### config.mk
export PLATFORM = sky130hd
export DESIGN_NAME = fpu_op_sequencer
export DESIGN_NICKNAME = d
export VERILOG_FILES = /design/src/rtl/fpu_op_sequencer_pkg.sv /design/src/rtl/fpu_op_sequencer.sv
export SDC_FILE = /design/constraint.sdc
export NUM_CORES = 1
export LEC_CHECK = 0
export ABC_AREA = 1
export BUFFER_PORTS_ARGS = -buffer_cell sky130_fd_sc_hd__buf_2
export CORE_MARGIN = 2
export CORE_UTILIZATION = 52
export CTS_CLUSTER_DIAMETER = 120
export DETAILED_ROUTE_END_ITERATION = 8
export PLACE_DENSITY = 0.86
export SLEW_MARGIN = 20
export SYNTH_ARGS = -nofsm -noshare
export SYNTH_HDL_FRONTEND = slang
export SYNTH_SLANG_ARGS = --single-unit
### constraint.sdc
create_clock -name clk -period 9.08 [get_ports clk]
set_clock_uncertainty 0.15 [all_clocks]
set_input_delay 0 -clock clk [delete_from_list [all_inputs] [get_ports clk]]
set_output_delay 0 -clock clk [all_outputs]
set_load 0.02 [all_outputs]
### src/rtl/fpu_op_sequencer_pkg.sv
// Shared definitions for the FPU op sequencer: ALU op codes, the
// legal-op check and the sequencer state encoding.
package fpu_op_sequencer_pkg;

    localparam logic [3:0] OP_NOP  = 4'd0;
    localparam logic [3:0] OP_ADD  = 4'd1;
    localparam logic [3:0] OP_SUB  = 4'd2;
    localparam logic [3:0] OP_MUL  = 4'd3;
    localparam logic [3:0] OP_DIV  = 4'd4;
    localparam logic [3:0] OP_SQRT = 4'd5;

    typedef enum logic [1:0] {
        ST_IDLE  = 2'd0,
        ST_ISSUE = 2'd1,
        ST_RESP  = 2'd2
    } seq_state_e;

    // Only add/sub/mul/div/sqrt select an ALU path; everything else is refused.
    function automatic logic is_legal_op(input logic [3:0] op);
        return (op >= OP_ADD) && (op <= OP_SQRT);
    endfunction

endpackage

### src/rtl/fpu_op_sequencer.sv
// Command-side initiator for the floating-point ALU: accepts one tagged
// command, holds the ALU inputs for a settle window, captures the result
// and flags, and returns them as a tagged response.
module fpu_op_sequencer
    import fpu_op_sequencer_pkg::*;
#(
    parameter int unsigned SETTLE_CYCLES = 2,
    parameter int unsigned TAG_W         = 4
) (
    input  logic             clk,
    input  logic             rst,
    input  logic             cmd_valid,
    output logic             cmd_ready,
    input  logic [3:0]       cmd_op,
    input  logic [31:0]      cmd_a,
    input  logic [31:0]      cmd_b,
    input  logic [TAG_W-1:0] cmd_tag,
    output logic [31:0]      alu_a_operand,
    output logic [31:0]      alu_b_operand,
    output logic [3:0]       alu_op,
    input  logic [31:0]      alu_result,
    input  logic             alu_exception,
    input  logic             alu_overflow,
    input  logic             alu_underflow,
    output logic             rsp_valid,
    input  logic             rsp_ready,
    output logic [31:0]      rsp_result,
    output logic             rsp_exception,
    output logic             rsp_overflow,
    output logic             rsp_underflow,
    output logic             rsp_illegal,
    output logic [TAG_W-1:0] rsp_tag
);

    // Counter reload: the capture happens on the cycle the counter reads 0.
    localparam logic [3:0] SETTLE_LOAD = 4'(SETTLE_CYCLES - 1);

    seq_state_e       state_r;
    logic [3:0]       cnt_r;
    logic [3:0]       alu_op_r;
    logic [31:0]      alu_a_r;
    logic [31:0]      alu_b_r;
    logic             rsp_valid_r;
    logic [31:0]      rsp_result_r;
    logic             rsp_exception_r;
    logic             rsp_overflow_r;
    logic             rsp_underflow_r;
    logic             rsp_illegal_r;
    logic [TAG_W-1:0] rsp_tag_r;

    // Ready depends on state only, so reset makes it visible immediately.
    assign cmd_ready = (state_r == ST_IDLE);

    assign alu_op        = alu_op_r;
    assign alu_a_operand = alu_a_r;
    assign alu_b_operand = alu_b_r;
    assign rsp_valid     = rsp_valid_r;
    assign rsp_result    = rsp_result_r;
    assign rsp_exception = rsp_exception_r;
    assign rsp_overflow  = rsp_overflow_r;
    assign rsp_underflow = rsp_underflow_r;
    assign rsp_illegal   = rsp_illegal_r;
    assign rsp_tag       = rsp_tag_r;

    // Sequencer FSM with settle counter, ALU drive and response capture registers.
    always_ff @(posedge clk or posedge rst) begin
        if (rst) begin
            state_r         <= ST_IDLE;
            cnt_r           <= 4'd0;
            alu_op_r        <= OP_NOP;
            alu_a_r         <= 32'd0;
            alu_b_r         <= 32'd0;
            rsp_valid_r     <= 1'b0;
            rsp_result_r    <= 32'd0;
            rsp_exception_r <= 1'b0;
            rsp_overflow_r  <= 1'b0;
            rsp_underflow_r <= 1'b0;
            rsp_illegal_r   <= 1'b0;
            rsp_tag_r       <= '0;
        end else begin
            case (state_r)
                ST_IDLE: begin
                    if (cmd_valid) begin
                        rsp_tag_r <= cmd_tag;
                        if (is_legal_op(cmd_op)) begin
                            alu_op_r <= cmd_op;
                            alu_a_r  <= cmd_a;
                            alu_b_r  <= (cmd_op == OP_SQRT) ? 32'd0 : cmd_b;
                            cnt_r    <= SETTLE_LOAD;
                            state_r  <= ST_ISSUE;
                        end else begin
                            // Refused op: answer at once without ever driving the ALU.
                            rsp_result_r    <= 32'd0;
                            rsp_exception_r <= 1'b0;
                            rsp_overflow_r  <= 1'b0;
                            rsp_underflow_r <= 1'b0;
                            rsp_illegal_r   <= 1'b1;
                            rsp_valid_r     <= 1'b1;
                            state_r         <= ST_RESP;
                        end
                    end else begin
                        state_r <= ST_IDLE;
                    end
                end
                ST_ISSUE: begin
                    if (cnt_r == 4'd0) begin
                        rsp_result_r    <= alu_result;
                        rsp_exception_r <= alu_exception;
                        rsp_overflow_r  <= alu_overflow;
                        rsp_underflow_r <= alu_underflow;
                        rsp_illegal_r   <= 1'b0;
                        rsp_valid_r     <= 1'b1;
                        // Park the ALU so no path stays enabled while the response waits.
                        alu_op_r        <= OP_NOP;
                        alu_a_r         <= 32'd0;
                        alu_b_r         <= 32'd0;
                        state_r         <= ST_RESP;
                    end else begin
                        cnt_r <= cnt_r - 4'd1;
                    end
                end
                ST_RESP: begin
                    if (rsp_ready) begin
                        rsp_valid_r <= 1'b0;
                        state_r     <= ST_IDLE;
                    end else begin
                        state_r <= ST_RESP;
                    end
                end
                default: begin
                    alu_op_r    <= OP_NOP;
                    alu_a_r     <= 32'd0;
                    alu_b_r     <= 32'd0;
                    rsp_valid_r <= 1'b0;
                    cnt_r       <= 4'd0;
                    state_r     <= ST_IDLE;
                end
            endcase
        end
    end

endmodule

==> results.sh <==
export IMPL_status="finished clean"
export IMPL_cellPowerDensity_nw_per_um2=334
export IMPL_holdCritStartpoint="alu_result[14]"
export IMPL_dp_hpwl_um=8900
export IMPL_yosys_register_bits=115
export IMPL_synth_most_common_cell="nand2_1"
export IMPL_avgSynthCellArea_um2=7.87
export IMPL_ys_types=24
export IMPL_track_usage=0.330
export IMPL_setup_viol=0
export IMPL_synthCells=674
export IMPL_ant_nets=0
export IMPL_clk_latency_ns=0.50
export IMPL_tightestPinTransition_ns=0.730
export IMPL_num_vias=5996
export IMPL_die_area_um2=11000
export IMPL_cts_tree="yes"
export IMPL_relSlewSlack=0.514
export IMPL_synth_nets=787
export IMPL_synth_async_reset_ratio=1.00
export IMPL_numPortBuffers=220
export IMPL_h_tree_depth=4
export IMPL_crit_path_end_kind="register"
export IMPL_ys_warnings_count=0
export IMPL_antenna_found_initial=1
export IMPL_leakage_nw=4.78
export IMPL_cts_buffers=17
export IMPL_maxCapViolCount=0
export IMPL_drive_gt1_frac=0.269
export IMPL_gr_total_overflow=0
export IMPL_hp_class="primary input to register"
export IMPL_synth_edff_count=0
export IMPL_dp_cells=992
export IMPL_yosysSeqAreaShare=0.543
export IMPL_postCtsSetupBuffers=0
export IMPL_r2r_end="alu_b_operand[4]"
export IMPL_period_share=0.295
export IMPL_period_minus_slack_ns=2.68
export IMPL_dr_pass1_iters=5
export IMPL_row_count=36
export IMPL_multi_input_area_um2=2030
export IMPL_start_kind="primary input"
export IMPL_drtIter0Drc=577
export IMPL_fin_util=0.838
export IMPL_die_width_um=105
export IMPL_root_buffer="clkbuf_8"
export IMPL_post_drt_wl_per_cell_um=15.7
export IMPL_hold_path_end="rsp_result[14]"
export IMPL_synth_top_area_frac=0.543
export IMPL_regArea_um2=2880
export IMPL_synth_top_cell_by_area="dfrtp_1"
export IMPL_max_clock_freq_ghz=0.373
export IMPL_path_class="primary input to register"
export IMPL_crit_arrival_ns=2.91
export IMPL_holdPathStages=4
export IMPL_post_cts_resized=0
export IMPL_core_area_um2=9820
export IMPL_grt_pass1_wl_um=28800
export IMPL_peakVddDrop_mv=0.236
export IMPL_drcViolationCount=0
export IMPL_io_pins=221
export IMPL_hold_viol_final=0
export IMPL_gp_congestion=0.805
export IMPL_reg2reg_setup_slack_ns=6.55
export IMPL_fillers=571
export IMPL_tns_ns=0
export IMPL_die_y_um=105
export IMPL_vias_per_cell=5.23
export IMPL_cts_hold_buf=121
export IMPL_layoutNonFillerInstCount=1147
export IMPL_ys_flop_type="dfrtp_1"
export IMPL_timing_rr_start="state_r[1]"
export IMPL_critPathRequiredTime_ns=9.31
export IMPL_grt_pass1_vias=6080
export IMPL_cts_sinks=115
export IMPL_finalPower_mw=2.75
export IMPL_path_max_fanout=69
export IMPL_start_util=0.540
export IMPL_rsz0062_at_grt="no"
export IMPL_drv_slew=0
export IMPL_num_nets_final=1113
export IMPL_netlist_area_um2=5300
export IMPL_area_growth_pct=55.2
export IMPL_wl_um=18000
export IMPL_path_clk_slew_ns=0.06
export IMPL_r2r_cells=8
export IMPL_synthTopCellsByArea="dfrtp_1 (54%), nand2_1 (21%), nand4_1 (7.9%), nor2_1 (5.2%), inv_1 (3.2%)"
export IMPL_clk_path_buf_depth=2
export IMPL_yosys_top_cells_count="nand2_1 (302), dfrtp_1 (115), nor2_1 (73)"
export IMPL_grt_max_degree=81
[cell families (layout without fill, tap and decap cells)]
logic type,Yosys count,after routing,synth area share
AOI/OAI and AO/OA,9,9,0.00991
adders and majority gates,2,2,0.00472
buffers and inverters,90,429,0.0767
DFF,115,115,0.543
and+or+nand+nor,457,457,0.364
xor gates and xnor gates,1,1,0.00165
other,0,1,0
[metrics by stage]
| step | cell area, µm² | hold slack, ns | setup WS (ns) |
|---|---|---|---|
| 2_1_floorplan | 5300 | -0.0334 | 5.89 |
| 3_3_place_gp | 6410 | -0.112 | 6.69 |
| 3_5_place_dp | 6410 | -0.109 | 6.64 |
| 4_1_cts | 8200 | 0.0507 | 6.51 |
| 5_1_grt | 8230 | 0.0881 | 6.17 |
| 6_report | 8230 | 0.0790 | 6.40 |
[how the worst max path moves through the flow]
stage                     depth (start not counted)                 to       start  slack [ns]
final                                            11   alu_b_operand[4]   cmd_op[2]        6.40
after CTS                                        11   alu_b_operand[6]   cmd_op[2]        6.51
after global placement                            8   alu_a_operand[1]  state_r[1]        6.69
after floorplan                                   1   alu_a_operand[0]         rst        5.89
after detailed placement                          8   alu_b_operand[5]  state_r[1]        6.64
after global routing                             11  alu_b_operand[27]   cmd_op[2]        6.17
[sequential cells by signal, indices dropped and copies added, names as in the netlist]
register and cells:
alu_a_operand 32, alu_b_operand 32, alu_op 4, cnt_r 4, rsp_exception 1, rsp_illegal 1
rsp_overflow 1, rsp_result 32, rsp_tag 4, rsp_underflow 1, rsp_valid 1, state_r 2
[area by class of cell]
cell class,instances,area share
Antenna cell,1,0.000304
Clock buffer,22,0.0538
Clock inverter,10,0.0161
Inverter,47,0.0217
Multi-Input combinational cell,469,0.247
Sequential cell,115,0.350
Tap cell,133,0.0202
Timing Repair Buffer,350,0.292
[placed cells by master (no fill, tap or decap), types with 4 or more instances in the layout]
cell and instances:
nand2_2 4, buf_2 220, nand4_1 67, buf_4 8, clkinv_2 4, inv_1 44
nand3_1 5, clkbuf_1 4, nand2_1 301, o21ai_0 6, dlygate4sd3_1 121, dfrtp_1 115
clkbuf_16 16, nor2_1 72
[power by group]
part           switching, mW  internal, mW
Sequential             0.121         0.716
Clock                  0.227         0.423
Combinational          0.870         0.389
Total                   1.22          1.53
[routing by layer]
metal | global-route usage | wire (µm) | up-vias
li1 | - | - | 2766
met1 | 0.361 | 6490 | 2794
met2 | 0.567 | 9420 | 346
met3 | 0.0799 | 1190 | 90
met4 | 0.218 | 895 | 0
met5 | 0 | 0 | -
[worst max-delay path, stage by stage]
cell	delay (ns)
dlygate4sd3_1	0.56
buf_2	0.15
a21oi_1	0.13
dlygate4sd3_1	0.58
nand2_1	0.11
nand2_2	0.06
buf_4	0.55
nand3_2	0.10
buf_4	0.36
nand2_1	0.17
nand2_1	0.08
(Power assumes the default switching activity.)
